## src/rtl/hazard_ctrl_if.sv

```systemverilog
// hazard_ctrl_if: bundle between the datapath and the pipeline sequencer.
//  master : datapath side, drives hazard inputs, consumes stage controls/stats
//  slave  : hazard_ctrl side
//  Inputs : ihit, dhit, mem_dreq, ex_memread, ex_wsel, id_rs, id_rt,
//           id_uses_rt, br_taken, halt_mem
//  Outputs: pc_en, ifid_en, ifid_flush, idex_stall, idex_flush, idex_flush_br,
//           exmem_en, exmem_flush, memwb_en, halted, lduse_cnt, freeze_cnt, brflush_cnt
interface hazard_ctrl_if #(parameter int CNT_W = 16);
  logic             ihit, dhit, mem_dreq;
  logic             ex_memread;
  logic [4:0]       ex_wsel, id_rs, id_rt;
  logic             id_uses_rt, br_taken, halt_mem;
  logic             pc_en, ifid_en, ifid_flush;
  logic             idex_stall, idex_flush, idex_flush_br;
  logic             exmem_en, exmem_flush, memwb_en;
  logic             halted;
  logic [CNT_W-1:0] lduse_cnt, freeze_cnt, brflush_cnt;

  modport master (
    output ihit, dhit, mem_dreq, ex_memread, ex_wsel, id_rs, id_rt,
           id_uses_rt, br_taken, halt_mem,
    input  pc_en, ifid_en, ifid_flush, idex_stall, idex_flush, idex_flush_br,
           exmem_en, exmem_flush, memwb_en, halted, lduse_cnt, freeze_cnt, brflush_cnt
  );

  modport slave (
    input  ihit, dhit, mem_dreq, ex_memread, ex_wsel, id_rs, id_rt,
           id_uses_rt, br_taken, halt_mem,
    output pc_en, ifid_en, ifid_flush, idex_stall, idex_flush, idex_flush_br,
           exmem_en, exmem_flush, memwb_en, halted, lduse_cnt, freeze_cnt, brflush_cnt
  );
endinterface

```

## src/rtl/hazard_ctrl.sv

```systemverilog
// hazard_ctrl: pipeline sequencer for the 5-stage MIPS core.
//  Each cycle decides whether PC, IF/ID, ID/EX, EX/MEM and MEM/WB advance, hold
//  or take a bubble (load-use, EX-resolved branch, D-miss freeze, HALT drain),
//  and keeps saturating hazard statistics.
//  Ports: CLK, nRST (async, active-low), hz (hazard_ctrl_if.slave).
module hazard_ctrl #(
  parameter int CNT_W      = 16,
  parameter int HALT_DRAIN = 2
) (
  input  logic     CLK,
  input  logic     nRST,
  hazard_ctrl_if.slave hz
);
  localparam int DW = (HALT_DRAIN < 2) ? 1 : $clog2(HALT_DRAIN + 1);

  typedef enum logic [1:0] {RUN, DRAIN, HALTED} state_t;

  state_t           state;
  logic [DW-1:0]    drain_cnt;
  logic             halted_q;
  logic [CNT_W-1:0] lduse_q, freeze_q, brflush_q;

  logic freeze, adv, lduse;
  logic pc_en, ifid_en, ifid_flush, idex_stall, idex_flush, idex_flush_br;
  logic exmem_en, exmem_flush, memwb_en;

  assign freeze = hz.mem_dreq & ~hz.dhit;
  assign adv    = hz.ihit & ~freeze;
  assign lduse  = hz.ex_memread & (hz.ex_wsel != 5'd0) &
                  ((hz.ex_wsel == hz.id_rs) | (hz.id_uses_rt & (hz.ex_wsel == hz.id_rt)));

  always_comb begin
    pc_en         = 1'b0;
    ifid_en       = 1'b0;
    ifid_flush    = 1'b0;
    idex_stall    = 1'b0;
    idex_flush    = 1'b0;
    idex_flush_br = 1'b0;
    exmem_en      = 1'b0;
    exmem_flush   = 1'b0;
    memwb_en      = 1'b0;
    if (nRST) begin
      case (state)
        RUN: begin
          // A taken branch squashes the younger load-use instr, so it still lets PC load.
          pc_en         = adv & (~lduse | hz.br_taken);
          ifid_en       = adv & ~lduse;
          ifid_flush    = adv & hz.br_taken;
          idex_stall    = freeze;
          idex_flush    = lduse & ~hz.br_taken & ~freeze;
          idex_flush_br = adv & hz.br_taken;
          exmem_en      = adv | hz.dhit;
          memwb_en      = adv | hz.dhit;
          // MEM instr retires while fetch waits: bubble behind it so ID/EX is not issued twice.
          exmem_flush   = hz.dhit & ~hz.ihit;
        end
        DRAIN: begin
          idex_stall  = 1'b1;
          exmem_en    = adv | hz.dhit;
          memwb_en    = adv | hz.dhit;
          exmem_flush = adv | hz.dhit;
        end
        default: idex_stall = 1'b1;
      endcase
    end
  end

  always_ff @(posedge CLK or negedge nRST) begin
    if (!nRST) begin
      state     <= RUN;
      drain_cnt <= DW'(HALT_DRAIN);
      halted_q  <= 1'b0;
      lduse_q   <= '0;
      freeze_q  <= '0;
      brflush_q <= '0;
    end else begin
      case (state)
        RUN: if (hz.halt_mem & adv) begin
          state     <= DRAIN;
          drain_cnt <= DW'(HALT_DRAIN);
        end
        DRAIN: if (adv) begin
          drain_cnt <= drain_cnt - DW'(1);
          if (drain_cnt == DW'(1)) begin
            state    <= HALTED;
            halted_q <= 1'b1;
          end
        end
        default: halted_q <= 1'b1;
      endcase
      if (state != HALTED) begin
        if (idex_flush & hz.ihit & (lduse_q != '1)) lduse_q   <= lduse_q + CNT_W'(1);
        if (freeze & (freeze_q != '1))              freeze_q  <= freeze_q + CNT_W'(1);
        if (idex_flush_br & (brflush_q != '1))      brflush_q <= brflush_q + CNT_W'(1);
      end
    end
  end

  assign hz.pc_en         = pc_en;
  assign hz.ifid_en       = ifid_en;
  assign hz.ifid_flush    = ifid_flush;
  assign hz.idex_stall    = idex_stall;
  assign hz.idex_flush    = idex_flush;
  assign hz.idex_flush_br = idex_flush_br;
  assign hz.exmem_en      = exmem_en;
  assign hz.exmem_flush   = exmem_flush;
  assign hz.memwb_en      = memwb_en;
  assign hz.halted        = halted_q;
  assign hz.lduse_cnt     = lduse_q;
  assign hz.freeze_cnt    = freeze_q;
  assign hz.brflush_cnt   = brflush_q;
endmodule
```

## src/flat_wrapper.sv

```systemverilog
// flat-port wrapper written by rule: the top's interface ports become plain ports
module hazard_ctrl_flat 
#(
  parameter int CNT_W      = 16,
  parameter int HALT_DRAIN = 2
)
  (CLK, nRST, hz_ihit, hz_dhit, hz_mem_dreq, hz_ex_memread, hz_ex_wsel, hz_id_rs, hz_id_rt, hz_id_uses_rt, hz_br_taken, hz_halt_mem, hz_pc_en, hz_ifid_en, hz_ifid_flush, hz_idex_stall, hz_idex_flush, hz_idex_flush_br, hz_exmem_en, hz_exmem_flush, hz_memwb_en, hz_halted, hz_lduse_cnt, hz_freeze_cnt, hz_brflush_cnt);
  hazard_ctrl_if #(.CNT_W(CNT_W)) hz_i ();
  input  logic CLK;
  input  logic nRST;
  input wire logic [$bits(hz_i.ihit)-1:0] hz_ihit;
  input wire logic [$bits(hz_i.dhit)-1:0] hz_dhit;
  input wire logic [$bits(hz_i.mem_dreq)-1:0] hz_mem_dreq;
  input wire logic [$bits(hz_i.ex_memread)-1:0] hz_ex_memread;
  input wire logic [$bits(hz_i.ex_wsel)-1:0] hz_ex_wsel;
  input wire logic [$bits(hz_i.id_rs)-1:0] hz_id_rs;
  input wire logic [$bits(hz_i.id_rt)-1:0] hz_id_rt;
  input wire logic [$bits(hz_i.id_uses_rt)-1:0] hz_id_uses_rt;
  input wire logic [$bits(hz_i.br_taken)-1:0] hz_br_taken;
  input wire logic [$bits(hz_i.halt_mem)-1:0] hz_halt_mem;
  output wire logic [$bits(hz_i.pc_en)-1:0] hz_pc_en;
  output wire logic [$bits(hz_i.ifid_en)-1:0] hz_ifid_en;
  output wire logic [$bits(hz_i.ifid_flush)-1:0] hz_ifid_flush;
  output wire logic [$bits(hz_i.idex_stall)-1:0] hz_idex_stall;
  output wire logic [$bits(hz_i.idex_flush)-1:0] hz_idex_flush;
  output wire logic [$bits(hz_i.idex_flush_br)-1:0] hz_idex_flush_br;
  output wire logic [$bits(hz_i.exmem_en)-1:0] hz_exmem_en;
  output wire logic [$bits(hz_i.exmem_flush)-1:0] hz_exmem_flush;
  output wire logic [$bits(hz_i.memwb_en)-1:0] hz_memwb_en;
  output wire logic [$bits(hz_i.halted)-1:0] hz_halted;
  output wire logic [$bits(hz_i.lduse_cnt)-1:0] hz_lduse_cnt;
  output wire logic [$bits(hz_i.freeze_cnt)-1:0] hz_freeze_cnt;
  output wire logic [$bits(hz_i.brflush_cnt)-1:0] hz_brflush_cnt;
  assign hz_i.ihit = hz_ihit;
  assign hz_i.dhit = hz_dhit;
  assign hz_i.mem_dreq = hz_mem_dreq;
  assign hz_i.ex_memread = hz_ex_memread;
  assign hz_i.ex_wsel = hz_ex_wsel;
  assign hz_i.id_rs = hz_id_rs;
  assign hz_i.id_rt = hz_id_rt;
  assign hz_i.id_uses_rt = hz_id_uses_rt;
  assign hz_i.br_taken = hz_br_taken;
  assign hz_i.halt_mem = hz_halt_mem;
  assign hz_pc_en = hz_i.pc_en;
  assign hz_ifid_en = hz_i.ifid_en;
  assign hz_ifid_flush = hz_i.ifid_flush;
  assign hz_idex_stall = hz_i.idex_stall;
  assign hz_idex_flush = hz_i.idex_flush;
  assign hz_idex_flush_br = hz_i.idex_flush_br;
  assign hz_exmem_en = hz_i.exmem_en;
  assign hz_exmem_flush = hz_i.exmem_flush;
  assign hz_memwb_en = hz_i.memwb_en;
  assign hz_halted = hz_i.halted;
  assign hz_lduse_cnt = hz_i.lduse_cnt;
  assign hz_freeze_cnt = hz_i.freeze_cnt;
  assign hz_brflush_cnt = hz_i.brflush_cnt;
  hazard_ctrl #(.CNT_W(CNT_W), .HALT_DRAIN(HALT_DRAIN)) u_core (.CLK(CLK), .nRST(nRST), .hz(hz_i));
endmodule
```

## config.mk

```make
export PLATFORM = sky130hd
export DESIGN_NAME = hazard_ctrl_flat
export DESIGN_NICKNAME = d
export VERILOG_FILES = /design/src/rtl/hazard_ctrl_if.sv /design/src/rtl/hazard_ctrl.sv /design/src/flat_wrapper.sv
export SDC_FILE = /design/constraint.sdc
export NUM_CORES = 1
export LEC_CHECK = 0
export ABC_AREA = 1
export CORE_MARGIN = 4
export CORE_UTILIZATION = 35
export DETAILED_ROUTE_END_ITERATION = 16
export SYNTH_ARGS = -nofsm -noshare
export SYNTH_HDL_FRONTEND = slang
export SYNTH_SLANG_ARGS = --single-unit
```

## constraint.sdc

```tcl
create_clock -name CLK -period 4.4 [get_ports CLK]
set_input_delay 1.32 -clock CLK [delete_from_list [all_inputs] [get_ports CLK]]
set_output_delay 1.32 -clock CLK [all_outputs]
set_load 0.01 [all_outputs]
```

==> run_results.csv <==
group,metric,value,unit
cells_and_area,multi_input_area,1510,um^2
floorplan,fp.dieW,103,um
critical_path,cp.required,3.08,ns
drt,vias,2785,
yosys,netlist_area,3130,um^2
sta,max_freq,233,MHz
yosys,syn-instance-count,402,
power,ir_worst_vdd,0.141,mV
yosys,ys_seq_area_frac,0.424,
floorplan,start_util,0.359,
cells_and_area,final_cell_mix,"114 x nand2_1, 77 x clkdlybuf4s50_1, 55 x inv_1",
drt,drt_iter0_markers,49,
clock_network,root_buffer,"clkbuf_8",
critical_path,crit_arrival,2.98,ns
critical_path,rr_startpoint,"u_core.hz.lduse_cnt[0]",
placement,globalplace.congestion,0.850,
outcome,status,"complete, no violations",
sta,rsz0062_at_grt,"no",
floorplan,num_rows,34,
clock_network,hold_buffers,0,
drt,drtAntennaViolNets,0,
critical_path,start_kind,"primary input",
critical_path,end_kind,"output port",
power,total_power,0.836,mW
yosys,syn_avg_cell_area,7.78,um^2
sta,finClkSkew,0.0129,ns
cells_and_area,diodes,0,
placement,hpwl,5.56,mm
grt,grt_max_degree,53,
clock_network,cts_sinks,53,
clock_network,cts_buffers,5,
cells_and_area,area_growth,32.2,%
sta,tightest_slew,0.653,ns
job,drv_cap,0,
sta,slew-limit-headroom,0.565,
yosys,synth_edf_count,0,
critical_path,reg2reg_depth,11,
cells_and_area,drive_gt1_frac,0.0965,
yosys,ys_types,33,
critical_path,cp_max_fo,5,
sta,hold_violations,0,
clock_network,cts.clk_slew.worst_paths,0.09,ns
cells_and_area,final_core_util,0.474,
critical_path,regToRegSetupSlack,2.38,ns
cells_and_area,nNetsFinal,514,
floorplan,core_area,8720,um^2
sta,setup_violations,0,
grt,grt_use_total,0.140,
yosys,ys_seq_elements,53,
floorplan,io_pins,82,
yosys,synthFlopType,"dfrtp_1",
cells_and_area,nFillCells,838,
sta,fin_crit_sh,0.977,
yosys,synth-async-reset-ratio,1.00,
critical_path,cp-endpoint,"hz_exmem_en",
grt,gr-total-overflow,0,
clock_network,tritoncts,"yes",
drt,drc,0,
placement,numPortBuffers,81,
clock_network,h-tree-depth,2,
drt,routedWlPerCell,12.0,um
sta,finalSetupTns,0,ns
grt,grt_pass1_vias,2665,
drt,firstDrtPassIters,4,
critical_path,startpoint,"hz_dhit",
clock_network,clockBufferDepth,2,
drt,routed_wl,7.16,mm
critical_path,worstSetupPathType,"in2out",
power,powerDensity,202,nW/um^2
floorplan,die_area,10500,um^2
yosys,synthesis.nets,430,
sta,fin_crit,4.30,ns
yosys,ys_warn_count,0,
cells_and_area,final_common_cell,"nand2_1",
sta,maxSlewViolCount,0,
cells_and_area,seq_area,1330,um^2
grt,antenna_found_initial,0,
min_path,hold_class,"reg2reg",
floorplan,die_y,103,um
grt,grt_pass1_wl,12.0,mm
power,p_leak,2.01,nW
critical_path,r2r_end,"u_core.hz.lduse_cnt[14]",
drt,post_drt_via_cell_ratio,4.68,
clock_network,worstSkewPairLatency,0.31,ns
## how the worst min path moves through the flow
stage	from	to	slack [ns]	cells past startpoint
after CTS	u_core.drain_cnt[1]	u_core.drain_cnt[1]	0.49	2
after global placement	u_core.hz.halted	u_core.hz.halted	0.47	1
after detailed placement	u_core.drain_cnt[1]	u_core.drain_cnt[1]	0.47	2
after global routing	u_core.drain_cnt[1]	u_core.drain_cnt[1]	0.50	2
final	u_core.drain_cnt[1]	u_core.drain_cnt[1]	0.49	2
after floorplan	u_core.drain_cnt[1]	u_core.drain_cnt[1]	0.46	2
## stage by stage
step / area [um^2] / setup slack, ns / std cells / hold WS, ns
3_5_place_dp: 4030 / 0.00347 / 587 / 0.474
4_1_cts: 4130 / 0.0612 / 595 / 0.489
5_1_grt: 4140 / 0.000735 / 595 / 0.503
3_3_place_gp: 4030 / 0.0956 / 587 / 0.470
6_report: 4140 / 0.0991 / 595 / 0.486
2_1_floorplan: 3130 / 0.898 / 402 / 0.460
## what timing repair did
item                       4_1_cts  5_1_grt
gates resized for setup          1        3
setup endpoints to repair        1        3
setup buffers                    0        0
hold endpoints to repair         0        0
## state kept, by name, summed over array words and instances, names as in the netlist
register               flops
u_core.state               2
u_core.drain_cnt           2
u_core.hz.halted           1
u_core.hz.freeze_cnt      16
u_core.hz.brflush_cnt     16
u_core.hz.lduse_cnt       16
## cell type report
type                    count  area share
clock buffers               6      0.0200
inverters                  65      0.0590
multi-input cells         278       0.364
flip-flops and latches     53       0.321
repair buffers             83       0.200
clock inverters             2     0.00333
well taps                 108      0.0327
## cells by family (layout without fill, tap and decap cells)
logic type,Yosys count,count (layout),synth area share
buffers and inverters,71,156,0.0960
XOR/XNOR,27,27,0.0756
multiplexers,1,1,0.00360
AND/OR/NAND/NOR,226,226,0.351
AO/OA/AOI/OAI,20,20,0.0332
flip-flops,53,53,0.424
adder cells (fa/ha/maj),4,4,0.0160
## metal layers
layer / up-vias / routed length [um] / part of all wire / GRT usage
li1: 1430 / - / - / -
met1: 1264 / 3240 / 0.45 / 0.183
met2: 79 / 3260 / 0.46 / 0.224
met3: 12 / 548 / 0.077 / 0.0440
met4: 0 / 110 / 0.015 / 0.0383
met5: - / 0 / 0 / 0
## synthesized netlist by cell type, types with 3 or more instances
master | number | area share
nor2_2 | 4 | 0.0080
nand2_2 | 4 | 0.0080
inv_2 | 9 | 0.011
nand3_1 | 24 | 0.038
buf_4 | 3 | 0.0072
nand3b_1 | 4 | 0.0096
xor2_1 | 19 | 0.053
nor3_1 | 17 | 0.027
nand4_1 | 13 | 0.026
nor2_1 | 28 | 0.034
a21oi_1 | 6 | 0.0096
nor2_4 | 5 | 0.018
nand2_1 | 114 | 0.14
dfrtp_1 | 52 | 0.42
buf_6 | 3 | 0.011
ha_1 | 4 | 0.016
xnor2_1 | 8 | 0.022
nand3_2 | 3 | 0.0096
inv_1 | 55 | 0.066
o21ai_0 | 10 | 0.016
## worst max-delay path, cell delays in order
cell             delay [ns]
clkdlybuf4s50_1        0.50
inv_1                  0.08
nand2_2                0.12
nand2_1                0.14
a211oi_2               0.24
clkdlybuf4s50_1        0.58
## power by group
group	switching [mW]	leakage, nW	internal (mW)
Sequential	0.000548	0.668	0.488
Clock	0.161	0.0512	0.128
Combinational	0.0304	1.29	0.0271
Total	0.192	2.01	0.643
Note: power is estimated with default switching activity, not from simulation.
